## src/rtl/sar_search_ctrl_if.sv

```systemverilog
// Compare-protocol bundle between the SAR search controller and its requester/comparator side.
// master = controller (drives guess and status), slave = environment (drives start and verdict).
interface sar_search_ctrl_if #(
  parameter int W = 4
);
  logic         start;
  logic [1:0]   cmp_res;
  logic [W-1:0] guess;
  logic         busy;
  logic         done;
  logic [W-1:0] found;
  logic [3:0]   probes;
  logic         err;

  modport master (
    input  start, cmp_res,
    output guess, busy, done, found, probes, err
  );

  modport slave (
    output start, cmp_res,
    input  guess, busy, done, found, probes, err
  );
endinterface

```

## src/rtl/sar_search_ctrl.sv

```systemverilog
// Successive-approximation search controller: recovers a W-bit target, MSB first,
// through a 2-bit magnitude comparator (00 equal, 01 guess>target, 10 guess<target).
//
// state    | meaning
// ---------+-------------------------------------------------------------
// ST_IDLE  | waiting for start; guess/found/probes/err held; done pulses once after a search
// ST_PROBE | one comparator verdict consumed per cycle, bit idx decided per verdict
module sar_search_ctrl #(
  parameter int W = 4
) (
  input  logic             clk,
  input  logic             reset,
  sar_search_ctrl_if.master bus
);

  localparam int IW = (W > 2) ? $clog2(W) : 1;

  localparam logic [0:0] ST_IDLE  = 1'b0;
  localparam logic [0:0] ST_PROBE = 1'b1;

  logic [0:0]   state;
  logic [W-1:0] guess_q;
  logic [W-1:0] found_q;
  logic [3:0]   probes_q;
  logic         done_q;
  logic         err_q;
  logic [IW-1:0] idx;

  logic [W-1:0] bit_cur;
  logic [W-1:0] bit_low;
  logic [W-1:0] guess_clr;
  logic [3:0]   probes_inc;
  logic         idx_zero;

  always_comb begin
    bit_cur = '0;
    bit_low = '0;
    bit_cur[idx] = 1'b1;
    if (idx != '0) bit_low[idx - 1'b1] = 1'b1;
    guess_clr  = guess_q & ~bit_cur;
    idx_zero   = (idx == '0);
    // saturation is only a safety net; a legal search never passes W probes
    probes_inc = (probes_q == 4'd15) ? 4'd15 : probes_q + 4'd1;
  end

  always_ff @(posedge clk or negedge reset) begin
    if (!reset) begin
      state    <= ST_IDLE;
      guess_q  <= '0;
      found_q  <= '0;
      probes_q <= '0;
      done_q   <= 1'b0;
      err_q    <= 1'b0;
      idx      <= '0;
    end else begin
      done_q <= 1'b0;
      case (state)
        ST_IDLE: begin
          if (bus.start) begin
            guess_q  <= {1'b1, {(W-1){1'b0}}};
            idx      <= IW'(W-1);
            probes_q <= '0;
            err_q    <= 1'b0;
            state    <= ST_PROBE;
          end
        end
        ST_PROBE: begin
          probes_q <= probes_inc;
          case (bus.cmp_res)
            2'b00: begin
              found_q <= guess_q;
              done_q  <= 1'b1;
              state   <= ST_IDLE;
            end
            2'b01: begin
              if (idx_zero) begin
                found_q <= guess_clr;
                done_q  <= 1'b1;
                state   <= ST_IDLE;
              end else begin
                guess_q <= guess_clr | bit_low;
                idx     <= idx - 1'b1;
              end
            end
            2'b10: begin
              // guess still too small with every bit decided: no target fits
              if (idx_zero) begin
                err_q <= 1'b1;
                state <= ST_IDLE;
              end else begin
                guess_q <= guess_q | bit_low;
                idx     <= idx - 1'b1;
              end
            end
            default: begin
              err_q <= 1'b1;
              state <= ST_IDLE;
            end
          endcase
        end
        default: state <= ST_IDLE;
      endcase
    end
  end

  assign bus.guess  = guess_q;
  assign bus.busy   = (state == ST_PROBE);
  assign bus.done   = done_q;
  assign bus.found  = found_q;
  assign bus.probes = probes_q;
  assign bus.err    = err_q;

endmodule

```

## src/flat_wrapper.sv

```systemverilog
// flat-port wrapper written by rule: the top's interface ports become plain ports
module sar_search_ctrl_flat 
#(
  parameter int W = 4
)
  (clk, reset, bus_start, bus_cmp_res, bus_guess, bus_busy, bus_done, bus_found, bus_probes, bus_err);
  sar_search_ctrl_if #(.W(W)) bus_i ();
  input  logic clk;
  input  logic reset;
  input wire logic [$bits(bus_i.start)-1:0] bus_start;
  input wire logic [$bits(bus_i.cmp_res)-1:0] bus_cmp_res;
  output wire logic [$bits(bus_i.guess)-1:0] bus_guess;
  output wire logic [$bits(bus_i.busy)-1:0] bus_busy;
  output wire logic [$bits(bus_i.done)-1:0] bus_done;
  output wire logic [$bits(bus_i.found)-1:0] bus_found;
  output wire logic [$bits(bus_i.probes)-1:0] bus_probes;
  output wire logic [$bits(bus_i.err)-1:0] bus_err;
  assign bus_i.start = bus_start;
  assign bus_i.cmp_res = bus_cmp_res;
  assign bus_guess = bus_i.guess;
  assign bus_busy = bus_i.busy;
  assign bus_done = bus_i.done;
  assign bus_found = bus_i.found;
  assign bus_probes = bus_i.probes;
  assign bus_err = bus_i.err;
  sar_search_ctrl #(.W(W)) u_core (.clk(clk), .reset(reset), .bus(bus_i));
endmodule
```

## config.mk

```make
export PLATFORM = sky130hd
export DESIGN_NAME = sar_search_ctrl_flat
export DESIGN_NICKNAME = d
export VERILOG_FILES = /design/src/rtl/sar_search_ctrl_if.sv /design/src/rtl/sar_search_ctrl.sv /design/src/flat_wrapper.sv
export SDC_FILE = /design/constraint.sdc
export NUM_CORES = 1
export LEC_CHECK = 0
export ABC_CLOCK_PERIOD_IN_PS = 2100
export BUFFER_PORTS_ARGS = -buffer_cell sky130_fd_sc_hd__buf_2
export CORE_ASPECT_RATIO = 0.75
export CORE_MARGIN = 10
export CORE_UTILIZATION = 45
export DETAILED_ROUTE_END_ITERATION = 8
export PLACE_DENSITY_LB_ADDON = 0.12
export SLEW_MARGIN = 20
export SYNTH_ARGS = -nofsm -noshare
export SYNTH_HDL_FRONTEND = slang
export SYNTH_SLANG_ARGS = --single-unit
```

## constraint.sdc

```tcl
create_clock -name clk -period 2.1 [get_ports clk]
set_input_delay 0.315 -clock clk [delete_from_list [all_inputs] [get_ports clk]]
set_output_delay 0.315 -clock clk [all_outputs]
set_load 0.05 [all_outputs]
```

=== Word-level counts from Yosys, hierarchy flattened ===
Cells that the tools add are included.

* Add/sub/neg operators: 2
* $mul: 0
* Divide/modulo/power cells: 0
* Magnitude comparators: 4
* Equal/unequal tests: 12
* Shifts and indexed selects: 0
* Mux-type cells: 30
* Bitwise logic cells: 5
* Reductions and logical operators: 12

{| class="wikitable"
|+ Operator list
! cell !! number
|-
| case mux 4 bit (2 select lines) || 4
|-
| two-way mux 4 bit || 7
|-
| != test 3 bit (second input constant) || 4
|-
| two-way mux 1 bit || 9
|-
| AND reduction 3 bit || 3
|-
| != test 2 bit (second input constant) || 4
|-
| OR 4 bit || 2
|-
| case mux 1 bit (2 select lines) || 4
|-
| < comparator 2 x 3 -> 1 bit (second input constant) || 2
|-
| two-way mux 2 bit || 3
|-
| adder 4 x 1 -> 4 bit (second input constant) || 1
|-
| AND 4 bit || 1
|-
| demux 1 bit (select 2 bit) || 2
|-
| == test 4 bit (second input constant) || 1
|-
| greater-or-equal comparator 2 x 1 -> 1 bit (second input constant) || 2
|-
| logical NOT 2 bit || 2
|-
| inverter 4 bit || 1
|-
| case mux 2 bit (2 select lines) || 1
|-
| AND reduction 4 bit || 1
|-
| nonzero test 2 bit || 2
|-
| OR reduction 2 bit || 2
|-
| == test 2 x 1 -> 1 bit (second input constant) || 1
|-
| == test 2 bit (second input constant) || 1
|-
| logical AND 1 bit || 2
|-
| other kinds (3) || 3
|}

* Register bits after elaboration: 17
* Latch bits: 0
* Bits in writable memories: 0
* Bits in read-only memories: 0
* Bits of input ports: 5
* Output and inout bits: 15
* Word-level logic and storage cells: 72
* Memories kept: 0

=== Longest topological paths before layout ===
Gate-level depths: netlist of run 1.

* Word-level depth: 10
* Gate-level depth with buffers: 5
* Gate-level depth less buffers: 5

=== Worst setup path after synthesis of run 1 ===
OpenSTA, ideal clock, no wires.

* Path type: register -> register
* Start: register u_core.idx[0]
* End: register u_core.found_q[1] (netlist: u_core.bus.found[1])
* Library setup time: 125 ps
* Data arrival time: 1422 ps
* Required time: 1975 ps
* Slack: 553 ps
* Stages on the path, launching flop included: 6
* Buffers on the path: 0
* Clock period less this slack: 1547 ps
* Path through: dfrtp_1 -> inv_1 -> ha_1 -> mux2_4 -> nand2_4 -> mux2_4

* Word-level cells in the longest chain between the ends: 8
* Elaborated cells between the ends (all ways): 12
* Classes of those cells: 2 x order compare; 1 x eq/ne; 4 x mux; 2 x bitwise; 3 x reduce/logical

{| class="wikitable"
|+ RTL lines
! item !! line !! source
|-
| from (decl) || sar_search_ctrl.sv:27 || <nowiki>logic [IW-1:0] idx;</nowiki>
|-
| from (signal assigned) || sar_search_ctrl.sv:61 || <nowiki>idx <= IW'(W-1);</nowiki>
|-
| from (signal assigned) || sar_search_ctrl.sv:82 || <nowiki>idx <= idx - 1'b1;</nowiki>
|-
| from (signal assigned) || sar_search_ctrl.sv:92 || <nowiki>idx <= idx - 1'b1;</nowiki>
|-
| < comparator 2 x 3 -> 1 bit (not written as such) or greater-or-equal comparator 2 x 1 -> 1 bit (tied branches) || sar_search_ctrl.sv:38 || <nowiki>bit_cur[idx] = 1'b1;</nowiki>
|-
| logical AND 1 bit (not written as such) || sar_search_ctrl.sv:38 ||
|-
| two-way mux 1 bit (not written as such) || sar_search_ctrl.sv:38 ||
|-
| demux 1 bit (select 2 bit) || - ||
|-
| inverter 4 bit || sar_search_ctrl.sv:40 || <nowiki>guess_clr = guess_q & ~bit_cur;</nowiki>
|-
| AND 4 bit || sar_search_ctrl.sv:40 ||
|-
| two-way mux 4 bit || sar_search_ctrl.sv:76 || <nowiki>if (idx_zero) begin</nowiki>
|-
| case mux 4 bit (2 select lines) || sar_search_ctrl.sv:69 || <nowiki>case (bus.cmp_res)</nowiki>
|-
| to (signal assigned) || sar_search_ctrl.sv:71 || <nowiki>found_q <= guess_q;</nowiki>
|-
| to (signal assigned) || sar_search_ctrl.sv:77 || <nowiki>found_q <= guess_clr;</nowiki>
|-
| to (decl) || sar_search_ctrl.sv:23 || <nowiki>logic [W-1:0] found_q;</nowiki>
|}

Parallel ways exist; a longest one is shown, timed or not. The select of a mux whose other input is x is not followed.
A chain may end at the register's enable or synchronous reset.

=== Worst setup path in the final report of run 1 ===
Ends and elaborated chain as after synthesis.

==> metrics.txt, run 1 <==
number of port buffers=19; initial antenna violation count=0; peak supply drop=0.506 mV; CTS H-tree depth=1; period utilization=80.1%; Area Overhead vs Synth=14.1%; Slew Limit Fails=0; Sw Ratio=52.5%; Critical Path Start Type=register; post-route antenna net violation count=0; pwr dens=1400 nW/µm²; routed length per instance=14.1 µm; Post-CTS Setup Bufs=0; vias per cell=4.91; Synth Register Bits=17; die width=77.2 µm; RSZ-0062 raised after global routing=no; # setup viols final=0; HP Start=bus_start; Post-synth EDFFs=0; worst slew pin tran=0.419 ns; WL final=2.25 mm; clk sinks=17; post-synthesis cell count=103; CTS buffer count=3; Synth async-reset ratio=100%; YS warnings=0; vias in the first global route=770; TritonCTS clock tree=yes; row cnt=15; Worst Setup SP=u_core.idx[0]; Yosys cell types=34; min Tclk post-route=1.68 ns; Post-DP Area=1220 µm²; CTS root buf=clkbuf_4; outcome=finished clean; maxcap violations=0; Antenna diodes=0; largest net degree at the start of global routing=18; Gate power share=56.6%; Initial DRC Count=64; Max Clock Skew=0.00458 ns; Bufs on Longest Clock Path=2; worst path required time=2.29 ns; detailed placer's ending HPWL=1.83 mm; First-pass DRT Iterations=4; setup TNS=0 ns; Tot Pwr=1770 µW; mapped cell area=1100 µm²; Switch Pwr=927 µW; Clock Power Share=10.0%; cell-internal power=841 µW; ys flop type=dfrtp_1; detailed-route via count=785; RR Startpoint=u_core.idx[0]; Worst Setup End Kind=register; final hold vios=0; Layout Cell Area excl Fill=1260 µm²; Die Y=62.9 µm; clock insertion delay at the later pin of the skew report=0.30 ns; slew margin rel.=72.1%; Initial Util=47.4%; Post-Layout Cell Count=160; Highest Clock Rate=594 MHz; clk slew on worst S/H paths=0.10 ns; Final Wtd Congestion=0.807; core area=2330 µm²; # nets final=146; Syn Nets=122; Hold Path Class=in -> reg; WP data arrival=1.87 ns; Synth Area per Inst=10.7 µm²; dpl cells=155; DIE AREA=4850 µm²; CP Class=reg -> reg; Filler cells=223; Seq/Total Area, Yosys=38.5%; first-pass GRT wire length=3.84 mm; total track usage=9.77%; Post-route DRC=0; IO Count=20; fraction of layout cells with a size suffix above 1=27.8%; Post-CTS Hold Fix Bufs=1; CTS resizes=0; Hold WS=0.353 ns; Leak=0.000650 µW; GR Overflow Total=0; share of power burned in registers=33.4%; CP max FO=7
## worst max-delay path, cell delays in order, from the launching register on
cell and delay, ns:
dfrtp_1 0.48, inv_1 0.14, ha_1 0.27, mux2_4 0.29, nand2_4 0.10, mux2_4 0.30
## logic make-up (layout without fill, tap and decap cells)
| family | count (synthesis) | count (layout) | share of synthesized area [%] |
|---|---|---|---|
| simple gates | 28 | 28 | 16.3 |
| compound gates | 24 | 24 | 15.3 |
| fa+ha+maj | 14 | 14 | 15.9 |
| buf+inv | 14 | 37 | 6.58 |
| mux | 6 | 6 | 7.37 |
| flops | 17 | 17 | 38.5 |
## cell usage in the layout, fill, tap and decap left out, types with 2 or more instances in the layout
cell,instances
buf_2,19
dfrtp_1,17
ha_1,14
inv_1,12
a21oi_1,10
mux2_4,4
nand4_1,4
nand2_1,3
nor3_1,3
o21ai_0,3
nand2b_1,3
o221ai_1,3
clkbuf_4,3
nor2b_1,2
and2_4,2
nand3_1,2
a31oi_1,2
## cells in the mapped netlist, types with 2 or more instances
library cell | number | area, µm²
dfrtp_1 | 17 | 425
ha_1 | 14 | 175
inv_1 | 12 | 45.0
a21oi_1 | 10 | 50.1
mux2_4 | 4 | 60.1
nand4_1 | 4 | 25.0
nand2_1 | 3 | 11.3
nand2b_1 | 3 | 18.8
nor3_1 | 3 | 15.0
o21ai_0 | 3 | 15.0
o221ai_1 | 3 | 26.3
a31oi_1 | 2 | 12.5
and2_4 | 2 | 17.5
nand3_1 | 2 | 10.0
nor2b_1 | 2 | 12.5
## cell type report
class / instances / area [µm²] / share of cell area (%)
multi-input cells: 72 / 606 / 48.1
flip-flops and latches: 17 / 425 / 33.8
repair buffers: 21 / 113 / 8.95
inverters: 12 / 45.0 / 3.58
well taps: 34 / 42.5 / 3.38
clock buffers: 3 / 22.5 / 1.79
clock inverters: 1 / 5.00 / 0.398
## power groups by stage
stage | sequential (µW) | clock [µW] | combinational, µW
2_1_floorplan | 976 | 0 | 407
3_3_place_gp | 592 | 0 | 1010
3_5_place_dp | 599 | 0 | 1000
4_1_cts | 590 | 183 | 1010
5_1_grt | 617 | 201 | 1080
6_report | 591 | 177 | 1000
## final timing paths
| check | slack [ns] | cells past startpoint | endpoint |
|---|---|---|---|
| setup / recovery | 0.42 | 5 | u_core.bus.found[1] |
| hold / removal | 0.35 | 3 | u_core.bus.guess[3] |
| setup reg to reg | 0.42 | 5 | u_core.bus.found[1] |
| hold reg to reg | 0.49 | 1 | u_core.bus.found[0] |
| max in group asynchronous | 1.38 | 2 | u_core.bus.busy |
| min in group asynchronous | 0.45 | 2 | u_core.bus.guess[0] |
## routing by layer
metal / wire length (µm) / up-vias / part of all wire [%] / GRT usage [%]
met2: 882 / 25 / 39 / 12.7
met4: 35 / 0 / 1.6 / 4.09
li1: - / 406 / - / -
met3: 180 / 5 / 8.0 / 5.03
met1: 1150 / 349 / 51 / 12.9
met5: 0 / - / 0 / 0
## per-stage QoR
stage                     util (%)  setup WS [ns]
after floorplan                  -          0.553
after global placement        52.5          0.500
after detailed placement      52.5          0.442
after CTS                     54.1          0.432
after global routing          54.1          0.357
final                         54.1          0.418
## sequential cells by signal, indices dropped and copies added, names as in the netlist
| register | cells |
|---|---|
| u_core.bus.found | 4 |
| u_core.bus.guess | 4 |
| u_core.bus.probes | 4 |
| u_core.idx | 2 |
| u_core.bus.busy | 1 |
| u_core.bus.done | 1 |
| u_core.bus.err | 1 |
(Power assumes the default switching activity.)
==> run 2: changes to the inputs <==
--- a/config.mk
+++ b/config.mk
@@ -5,7 +5,7 @@
 export SDC_FILE = /design/constraint.sdc
 export NUM_CORES = 1
 export LEC_CHECK = 0
-export ABC_CLOCK_PERIOD_IN_PS = 2100
+export ABC_CLOCK_PERIOD_IN_PS = 1650
 export BUFFER_PORTS_ARGS = -buffer_cell sky130_fd_sc_hd__buf_2
 export CORE_ASPECT_RATIO = 0.75
 export CORE_MARGIN = 10
==> constraint.sdc (replaced) <==
create_clock -name clk -period 1.65 [get_ports clk]
set_input_delay 0.2475 -clock clk [delete_from_list [all_inputs] [get_ports clk]]
set_output_delay 0.2475 -clock clk [all_outputs]
set_load 0.05 [all_outputs]
==> metrics.txt, run 2 (synthesized netlist as in run 1, its figures left out) <==
DIE AREA=4850 µm²; First-pass DRT Iterations=4; WL final=2.20 mm; WP data arrival=1.66 ns; Clock Power Share=9.7%; initial antenna violation count=0; final core occ=54.7%; CP max FO=5; Critical Path Start Type=register; RSZ-0062 raised after global routing=no; core area=2330 µm²; CP cell instances=inv_1, ha_1, and2_1, o31ai_4, o221ai_1; Post-CTS Setup Bufs=0; Die Y=62.9 µm; clk sinks=17; min Tclk post-route=1.50 ns; cell-internal power=1090 µW; CTS H-tree depth=1; maxcap violations=0; die width=77.2 µm; # setup viols final=0; post-route antenna net violation count=0; clock insertion delay at the later pin of the skew report=0.29 ns; FF-to-FF path depth=5; IO Count=20; Levels on crit path=5; CTS resizes=0; period utilization=90.9%; CP Class=reg -> reg; Initial Util=47.4%; worst hold stages=3; number of port buffers=19; delay-heaviest family, CP=compound AO/OA/AOI/OAI gates; Final Wtd Congestion=0.800; Antenna diodes=0; Area Overhead vs Synth=15.4%; share of power burned in registers=31.9%; peak supply drop=0.628 mV; Worst Setup End Kind=register; routed length per instance=13.5 µm; vias per cell=4.99; GR Overflow Total=0; Max Clock Skew=0.00281 ns; final hold vios=0; worst path required time=1.81 ns; vias in the first global route=747; Sw Ratio=52.0%; most frequent cells in the layout=19 x buf_2, 17 x dfrtp_1, 14 x ha_1; detailed-route via count=808; largest net degree at the start of global routing=18; Hold Path Class=in -> reg; worst slew pin tran=0.371 ns; TritonCTS clock tree=yes; Post-route DRC=0; Critical-path top delay cell=dfrtp_1; Bufs on Longest Clock Path=2; Slew Limit Fails=0; Crit path buffers/inverters=1; max incr delay on CP=0.35 ns; busiest layer in global routing=met2; clk slew on worst S/H paths=0.10 ns; CTS buffer count=3; most common cell after layout, fill and taps aside=buf_2; Leak=0.000659 µW; pwr dens=1780 nW/µm²; Highest Clock Rate=667 MHz; setup TNS=0 ns; # nets final=148; total track usage=9.13%; outcome=finished clean; M3 GR Usage=5.17%; slew margin rel.=75.2%; routing usage on met1=12.1%; first-pass GRT wire length=3.62 mm; Gate power share=58.4%; Switch Pwr=1180 µW; row cnt=15; fraction of layout cells with a size suffix above 1=28.9%; CTS root buf=clkbuf_4; Initial DRC Count=43; GR Util met2=12.6%; detailed placer's ending HPWL=1.82 mm
[run 2: final timing paths]
path | slack (ns) | start | endpoint
worst max-delay path | 0.15 | u_core.idx[1] | u_core.bus.guess[2]
worst min register to register | 0.50 | u_core.bus.found[0] | u_core.bus.found[0]
worst max register to register | 0.15 | u_core.idx[1] | u_core.bus.guess[2]
max in group asynchronous | 0.98 | reset | u_core.idx[1]
min in group asynchronous | 0.40 | reset | u_core.bus.found[0]
worst min-delay path | 0.30 | bus_start | u_core.bus.guess[3]
[run 2: cell type report]
cell class / instances / area, µm²
well taps: 34 / 42.5
flip-flops and latches: 17 / 425
multi-input cells: 72 / 606
clock buffers: 3 / 22.5
repair buffers: 23 / 128
clock inverters: 1 / 5.00
fillers: 222 / 1050
inverters: 12 / 45.0
[run 2: layer usage]
layer,up-vias,share of wire (%)
li1,409,-
met1,368,49
met2,29,41
met3,2,9.4
met4,0,0.64
met5,-,0
[run 2: worst register-to-register path, delay by kind of cell, from the launching register on]
family | cells | cell delay (ns)
adders and majority gates | 1 | 0.24
DFF | 1 | 0.35
buffers and inverters | 1 | 0.10
and+or+nand+nor | 1 | 0.21
AOI/OAI and AO/OA | 2 | 0.47
[run 2: timing repair]
action	4_1_cts	5_1_grt
hold buffers	1	0
setup endpoints to repair	0	0
endpoints found under the hold margin	17	0
[run 2: power groups by stage]
stage                     clock, µW  sequential, µW  combinational, µW
after floorplan                   0            1240                518
after global placement            0             728               1330
after detailed placement          0             734               1330
after CTS                       230             725               1340
after global routing            257             758               1410
final                           219             723               1320
[run 2: through the flow]
step           cell area, µm²  setup WS (ns)  hold slack [ns]  std cells  power [µW]
6_report                 1270          0.150            0.299        162        2260
5_1_grt                  1270         0.0538            0.303        162        2430
3_3_place_gp             1240          0.138            0.185        157        2060
2_1_floorplan            1100          0.103          -0.0481        103        1760
3_5_place_dp             1240          0.107            0.187        157        2070
4_1_cts                  1270          0.134            0.282        162        2290
